### src/rtl/intdiv_iter.sv
// Iterative radix-2 restoring integer divider for the Execute stage.
// One quotient bit per cycle; divide-by-zero and signed overflow finish immediately.
module intdiv_iter #(
    parameter int XLEN = 32
) (
    input  logic            clk,
    input  logic            reset,
    input  logic            IntDivE,
    input  logic            SignedE,
    input  logic [XLEN-1:0] ForwardedSrcAE,
    input  logic [XLEN-1:0] ForwardedSrcBE,
    input  logic            StallM,
    input  logic            FlushE,
    output logic            DivBusyE,
    output logic            DivDoneE,
    output logic [XLEN-1:0] QuotE,
    output logic [XLEN-1:0] RemE
);

    localparam int CW = $clog2(XLEN) + 1;

    typedef enum logic [1:0] {IDLE, BUSY, DONE} state_t;

    state_t          state_q;
    logic [CW-1:0]   cnt_q;
    logic [XLEN-1:0] quot_q, rem_q, dvs_q;
    logic            negq_q, negr_q;

    logic            StartE;
    logic            sign_a, sign_b;
    logic [XLEN-1:0] abs_a, abs_b;
    logic            div_zero, sgn_ovf;
    logic [XLEN:0]   trial;
    logic            ge;
    logic [XLEN-1:0] quot_d, rem_d;
    logic            last_step;

    assign StartE   = (state_q == IDLE) & IntDivE & ~FlushE;
    assign sign_a   = SignedE & ForwardedSrcAE[XLEN-1];
    assign sign_b   = SignedE & ForwardedSrcBE[XLEN-1];
    assign abs_a    = sign_a ? -ForwardedSrcAE : ForwardedSrcAE;
    assign abs_b    = sign_b ? -ForwardedSrcBE : ForwardedSrcBE;
    assign div_zero = (ForwardedSrcBE == '0);
    assign sgn_ovf  = SignedE & (ForwardedSrcAE == {1'b1, {(XLEN-1){1'b0}}}) & (&ForwardedSrcBE);

    // Restoring step: bring in the next dividend bit, subtract only if it fits.
    always_comb begin
        trial  = {rem_q, quot_q[XLEN-1]};
        ge     = (trial >= {1'b0, dvs_q});
        rem_d  = ge ? (trial[XLEN-1:0] - dvs_q) : trial[XLEN-1:0];
        quot_d = {quot_q[XLEN-2:0], ge};
    end

    assign last_step = (cnt_q == CW'(XLEN - 1));

    always_ff @(posedge clk) begin
        if (reset) begin
            state_q <= IDLE;
            cnt_q   <= '0;
            quot_q  <= '0;
            rem_q   <= '0;
            dvs_q   <= '0;
            negq_q  <= 1'b0;
            negr_q  <= 1'b0;
        end else if (FlushE) begin
            state_q <= IDLE;
            cnt_q   <= '0;
        end else begin
            case (state_q)
                IDLE: begin
                    cnt_q <= '0;
                    if (StartE) begin
                        if (div_zero) begin
                            quot_q  <= '1;
                            rem_q   <= ForwardedSrcAE;
                            negq_q  <= 1'b0;
                            negr_q  <= 1'b0;
                            state_q <= DONE;
                        end else if (sgn_ovf) begin
                            quot_q  <= ForwardedSrcAE;
                            rem_q   <= '0;
                            negq_q  <= 1'b0;
                            negr_q  <= 1'b0;
                            state_q <= DONE;
                        end else begin
                            quot_q  <= abs_a;
                            rem_q   <= '0;
                            dvs_q   <= abs_b;
                            negq_q  <= sign_a ^ sign_b;
                            negr_q  <= sign_a;
                            state_q <= BUSY;
                        end
                    end
                end
                BUSY: begin
                    quot_q <= quot_d;
                    rem_q  <= rem_d;
                    cnt_q  <= cnt_q + CW'(1);
                    if (last_step) state_q <= DONE;
                end
                DONE: begin
                    if (!StallM) begin
                        state_q <= IDLE;
                        cnt_q   <= '0;
                    end
                end
                default: state_q <= IDLE;
            endcase
        end
    end

    assign DivBusyE = StartE | (state_q == BUSY);
    assign DivDoneE = (state_q == DONE);

    // Sign fix-up is applied on the way out so the iteration works on magnitudes only.
    assign QuotE = DivDoneE ? (negq_q ? -quot_q : quot_q) : '0;
    assign RemE  = DivDoneE ? (negr_q ? -rem_q : rem_q) : '0;

endmodule

### config.mk
export PLATFORM = sky130hd
export DESIGN_NAME = intdiv_iter
export DESIGN_NICKNAME = d
export VERILOG_FILES = /design/src/rtl/intdiv_iter.sv
export SDC_FILE = /design/constraint.sdc
export NUM_CORES = 1
export LEC_CHECK = 0
export CAP_MARGIN = 30
export CORE_AREA = 2 2 149 151
export DETAILED_ROUTE_END_ITERATION = 12
export DIE_AREA = 0 0 151 153
export GPL_TIMING_DRIVEN = 0
export HOLD_SLACK_MARGIN = 0.12
export PLACE_DENSITY = 0.74
export SLEW_MARGIN = 0
export SYNTH_ARGS = -nofsm -noshare
export SYNTH_HDL_FRONTEND = slang
export SYNTH_SLANG_ARGS = --single-unit
### constraint.sdc
create_clock -name clk -period 3.7 [get_ports clk]
set_input_delay 0.555 -clock clk [delete_from_list [all_inputs] [get_ports clk]]
set_output_delay 0.555 -clock clk [all_outputs]
set_load 0.02 [all_outputs]
Word level (Yosys, flattened, before mapping)
Index checks and enable logic that the tools add are counted.
Cells by class
  $lt $le $gt $ge: 1
  bitwise gates (word level): 11
  reduce and logical (&&, ||, !) cells: 11
  add/subtract/negate cells: 6
  equality and inequality tests: 7
  multiplexer cells: 26
Operators by type and width (count)
  $mux 32: 12
  $neg 32->32: 4
  $pmux 32 s2: 2
  $ge 33x32->1: 1
  $eq 32x32->1 const B: 1
  $logic_not 32->1: 1
  $reduce_and 32->1: 1
  $sub 32x32->32: 1
  $pmux 6 s3: 1
  $mux 2: 5
  $reduce_and 3->1: 3
  $add 6x1->6 const B: 1
  $and 1x1->1: 6
  $eq 6x5->1 const B: 1
  $mux 6: 1
  $ne 2x2->1 const B: 3
  $pmux 2 s3: 1
  $reduce_and 5->1: 1
  $mux 1: 4
  $not 1->1: 3
  $reduce_bool 3->1: 1
  $eq 2x1->1 const B: 1
  $eq 2x2->1 const B: 1
  $logic_not 2->1: 1
  other kinds (5): 5
Word-level totals
  word-level logic and storage cells: 69
  input port bits: 70
  output and inout port bits: 66
  register bits after elaboration: 106

Depth between registers and ports, before layout
Gate-level depths: netlist (run 1).
  depth after elaboration: 7
  gate-level depth with buffers: 14
  gate-level depth less buffers: 12

Worst setup path after synthesis (run 1)
Ideal clock, no wire load.
  path kind: flip-flop to output port
  start point: reg rem_q[2]
  end point: out RemE[28]
  stages on the path, launching flop included: 10
  setup slack: 430 ps
  data required time: 3145 ps
  arrival time: 2715 ps
  cells stage by stage: dfxtp_1 > or4_1 > nor3_2 > nand3_1 > or4_4 > nand2b_1 > or3_1 > o21ai_1 > xor2_1 > nor2_1
On the way
  longest elaborated chain between the ends: 3
Ends and longest elaborated chain
  start, declared: line 26  | logic [XLEN-1:0] quot_q, rem_q, dvs_q;
  start signal, assigned: line 75  | rem_q <= ForwardedSrcAE;
  start signal, assigned: line 97  | rem_q <= rem_d;
  $neg 32->32: line 117  | assign RemE = DivDoneE ? (negr_q ? -rem_q : rem_q) : '0;
  $mux 32 (2 in series): line 117
  end, declared: line 17  | output logic [XLEN-1:0] RemE
No other way between the ends.

Final worst setup path (run 1)
  start point: reg rem_q[2]
  end point: out RemE[30]
The elaborated chain is that of the path after synthesis.

==> results.py, run 1 <==
metrics = {
    "power_and_ir_drop": {
        "switching_power_mw": 1.47,
        "power_frac_comb": 0.389,
        "p_sw_frac": 0.385,
        "p_int_mw": 2.34,
        "power_density_nw_per_um2": 321,
        "peakVddDrop_uv": 265,
        "power.share.clock": 0.269,
        "power_frac_seq": 0.342,
        "cellLeakagePower_nw": 4.34,
    },
    "sta": {
        "worst_slew_pin_slew_ps": 819,
        "totalNegativeSetupSlack_ps": -11.8,
        "slew_headroom": 0.454,
        "setup_viol_count_final": 1,
        "worst_hold_slack_ps": 468,
        "skew_ps": 16.7,
        "min_period_over_period": 1.00,
        "rsz0062_at_grt": "yes",
        "drv_slew": 0,
        "hold_violations": 0,
        "fmax_mhz": 269,
        "timing.final.crit_period_ps": 3710,
        "fin_ws_ps": -11.8,
    },
    "clock_network": {
        "cts_made_buffers": 9,
        "cts_hold_buf": 0,
        "clk_pin_slew_ps": 90,
        "clockBufferDepth": 2,
        "clock_latency_ps": 370,
        "cts-htree-levels": 3,
        "root_buffer": "clkbuf_16",
        "cts_tree": "done",
        "clock-sinks": 106,
    },
    "route": {
        "wl_per_cell_um": 19.4,
        "num_vias": 10500,
        "ant_nets": 0,
        "first_pass_iters": 7,
        "via_per_inst": 6.03,
        "drt_iter0_markers": 941,
        "routed_wl_mm": 33.9,
        "route.detailed.drc": 0,
    },
    "global_route": {
        "grt_pass1_wl_mm": 52.7,
        "grt_max_degree": 20,
        "grt_pass1_vias": 9579,
        "grt_use_total": 0.290,
        "antenna_found_initial": 0,
        "grt_overflow": 0,
    },
    "synthesis": {
        "synthSimpleGateAreaFrac": 0.244,
        "netlist_area_sq_um": 9580,
        "ys_ff_latch": 106,
        "yosysWarnings": 0,
        "ys_seq_area_frac": 0.222,
        "async_flop_share": 0,
        "synthTopCellsByCount": "178 x nor2_1, 106 x dfxtp_1, 106 x nand2_1",
        "netlist_instances": 1316,
        "synth.distinct_cells": 76,
        "synth_edf_count": 0,
        "synthMuxAreaShare": 0.0153,
        "yosys.area_share.xor_xnor": 0.130,
        "yosysTopAreaCell": "dfxtp_1",
        "synth_most_common_cell": "nor2_1",
        "synthAdderAreaFrac": 0.0517,
        "synth.area.top_cells": "dfxtp_1 22%, xor2_1 7.4%, nor2_1 7.0%, xnor2_1 5.6%, a21oi_1 5.0%",
        "synthesis.nets": 1425,
        "synth_top_family_by_area": "compound AO/OA/AOI/OAI gates",
        "synth_compound_area_frac": 0.277,
        "synthFlopType": "dfxtp_1",
        "yosysTopAreaCellShare": 0.222,
        "syn_avg_cell_area_sq_um": 7.28,
    },
    "placed_design": {
        "hpwl_mm": 27.2,
        "numPortBuffers": 133,
        "globalplace.congestion": 0.959,
    },
    "floorplan": {
        "start_util": 0.446,
        "die_w_um": 151,
        "die_area_sq_um": 23100,
        "coreArea_sq_um": 21500,
        "num_rows": 54,
        "die_y_um": 153,
        "ios": 136,
    },
    "finish": {
        "nets": 1573,
        "syn_to_final_growth_pct": 23.7,
        "drive_gt1_frac": 0.0837,
        "diodes": 0,
    },
    "critical_path": {
        "cp-start-kind": "flip-flop",
        "path_max_fanout": 6,
        "cp.arrival_ps": 3160,
        "worstSetupPathType": "reg2out",
        "cp-end-kind": "output port",
        "cp.required_ps": 3140,
    },
    "hold_path": {
        "holdCritPathClass": "reg2reg",
    },
    "flow_run": {
        "maxCapViolations": 0,
    },
    "outcome": {
        "outcome": "finished with violations",
        "violations": "setup timing",
    },
}
layout make-up:
class | count | area (sq um)
fill | 2084 | 9640
multi-input combinational | 1064 | 7110
sequential | 106 | 2140
timing repair buffer | 141 | 1370
tap | 280 | 350
buffer | 83 | 347
clock buffer | 9 | 225
inverter | 59 | 221
clock inverter | 7 | 83.8
critical path, cell delays in order (launching register included):
cell and delay, ps:
dfxtp_4 370, or4_4 540, nor3_4 160, nand3_2 110, or4_4 530, nand2b_4 170
or3_4 350, o21ai_2 150, xor2_1 160, nor2_1 60, buf_4 170
power groups by stage:
stage	combinational [mW]	clock [mW]	sequential [mW]
6_report	1.48	1.03	1.30
5_1_grt	1.61	1.08	1.31
4_1_cts	1.41	1.03	1.29
3_5_place_dp	1.38	0	1.32
3_3_place_gp	1.36	0	1.31
2_1_floorplan	0.979	0	1.28
layer usage:
layer / track usage / routed length [um]
met5: 0 / 0
met4: 0.113 / 1080
met3: 0.0331 / 2450
met2: 0.450 / 15000
met1: 0.411 / 15400
through the flow:
| step | area, sq um | cells | util | total power, mW | setup slack [ps] |
|---|---|---|---|---|---|
| 3_3_place_gp | 11300 | 1729 | 0.524 | 2.68 | -483 |
| 3_5_place_dp | 11300 | 1729 | 0.524 | 2.69 | -558 |
| 2_1_floorplan | 9580 | 1316 | - | 2.26 | 430 |
| 5_1_grt | 11800 | 1749 | 0.551 | 4.00 | -118 |
| 4_1_cts | 11700 | 1746 | 0.542 | 3.73 | -65.9 |
| 6_report | 11800 | 1749 | 0.551 | 3.81 | -11.8 |
repair_timing:
action / CTS / global route
resized for setup: 54 / 60
buffers inserted: 1 / 7
setup endpoints to repair: 102 / 136
pin swaps: 2 / 12
cell families (layout without fill, tap and decap cells):
| kind of cell | after synthesis | count (layout) |
|---|---|---|
| simple gates | 482 | 482 |
| fa+ha+maj | 39 | 39 |
| xor+xnor | 142 | 142 |
| compound gates | 387 | 387 |
| mux | 14 | 14 |
| buf+inv | 146 | 299 |
| flops | 106 | 106 |
layout by cell type, fill, tap and decap left out, drive strengths merged, types with 5 or more instances in the layout:
cell type	netlist	routed
nor2	180	180
clkdlybuf4s50	0	106
nand2	106	106
dfxtp	106	106
a21oi	96	96
xor2	81	81
clkbuf	65	72
inv	59	62
xnor2	61	61
o21ai	61	61
a211oi	59	59
ha	38	38
o221ai	33	33
buf	22	33
o31ai	31	31
nand3	27	27
or3	26	26
nor3	25	25
and2	22	22
a311oi	18	18
nor4	18	18
a21o	17	17
nand4	15	15
nand2b	15	15
nor2b	14	14
dlygate4sd2	0	14
o41ai	14	14
or4	14	14
a31oi	13	13
mux2i	12	12
a2111oi	8	8
and3	6	6
nand3b	5	5
dlymetal6s2s	0	5
path summary, 6_finish.rpt:
kind              startpoint    endpoint  slack [ps]  cells past startpoint
hold reg to reg   quot_q[31]  quot_q[31]         470                      2
hold / removal    quot_q[31]  quot_q[31]         470                      2
setup / recovery    rem_q[2]    RemE[30]         -10                     10
setup reg to reg   rem_q[17]   rem_q[27]         120                     13
flip-flops by register name (all words and copies together), names as in the netlist:
signal   cells
dvs_q       32
quot_q      32
rem_q       32
cnt_q        6
state_q      2
negq_q       1
negr_q       1
Note: power is estimated with default switching activity, not from simulation.
==> inputs of run 2 (changes only) <==
CTS_CLUSTER_SIZE = 20   (was unset)
==> results of run 2 <==
Final layout, timing and power as in run 1 (identical DEF).
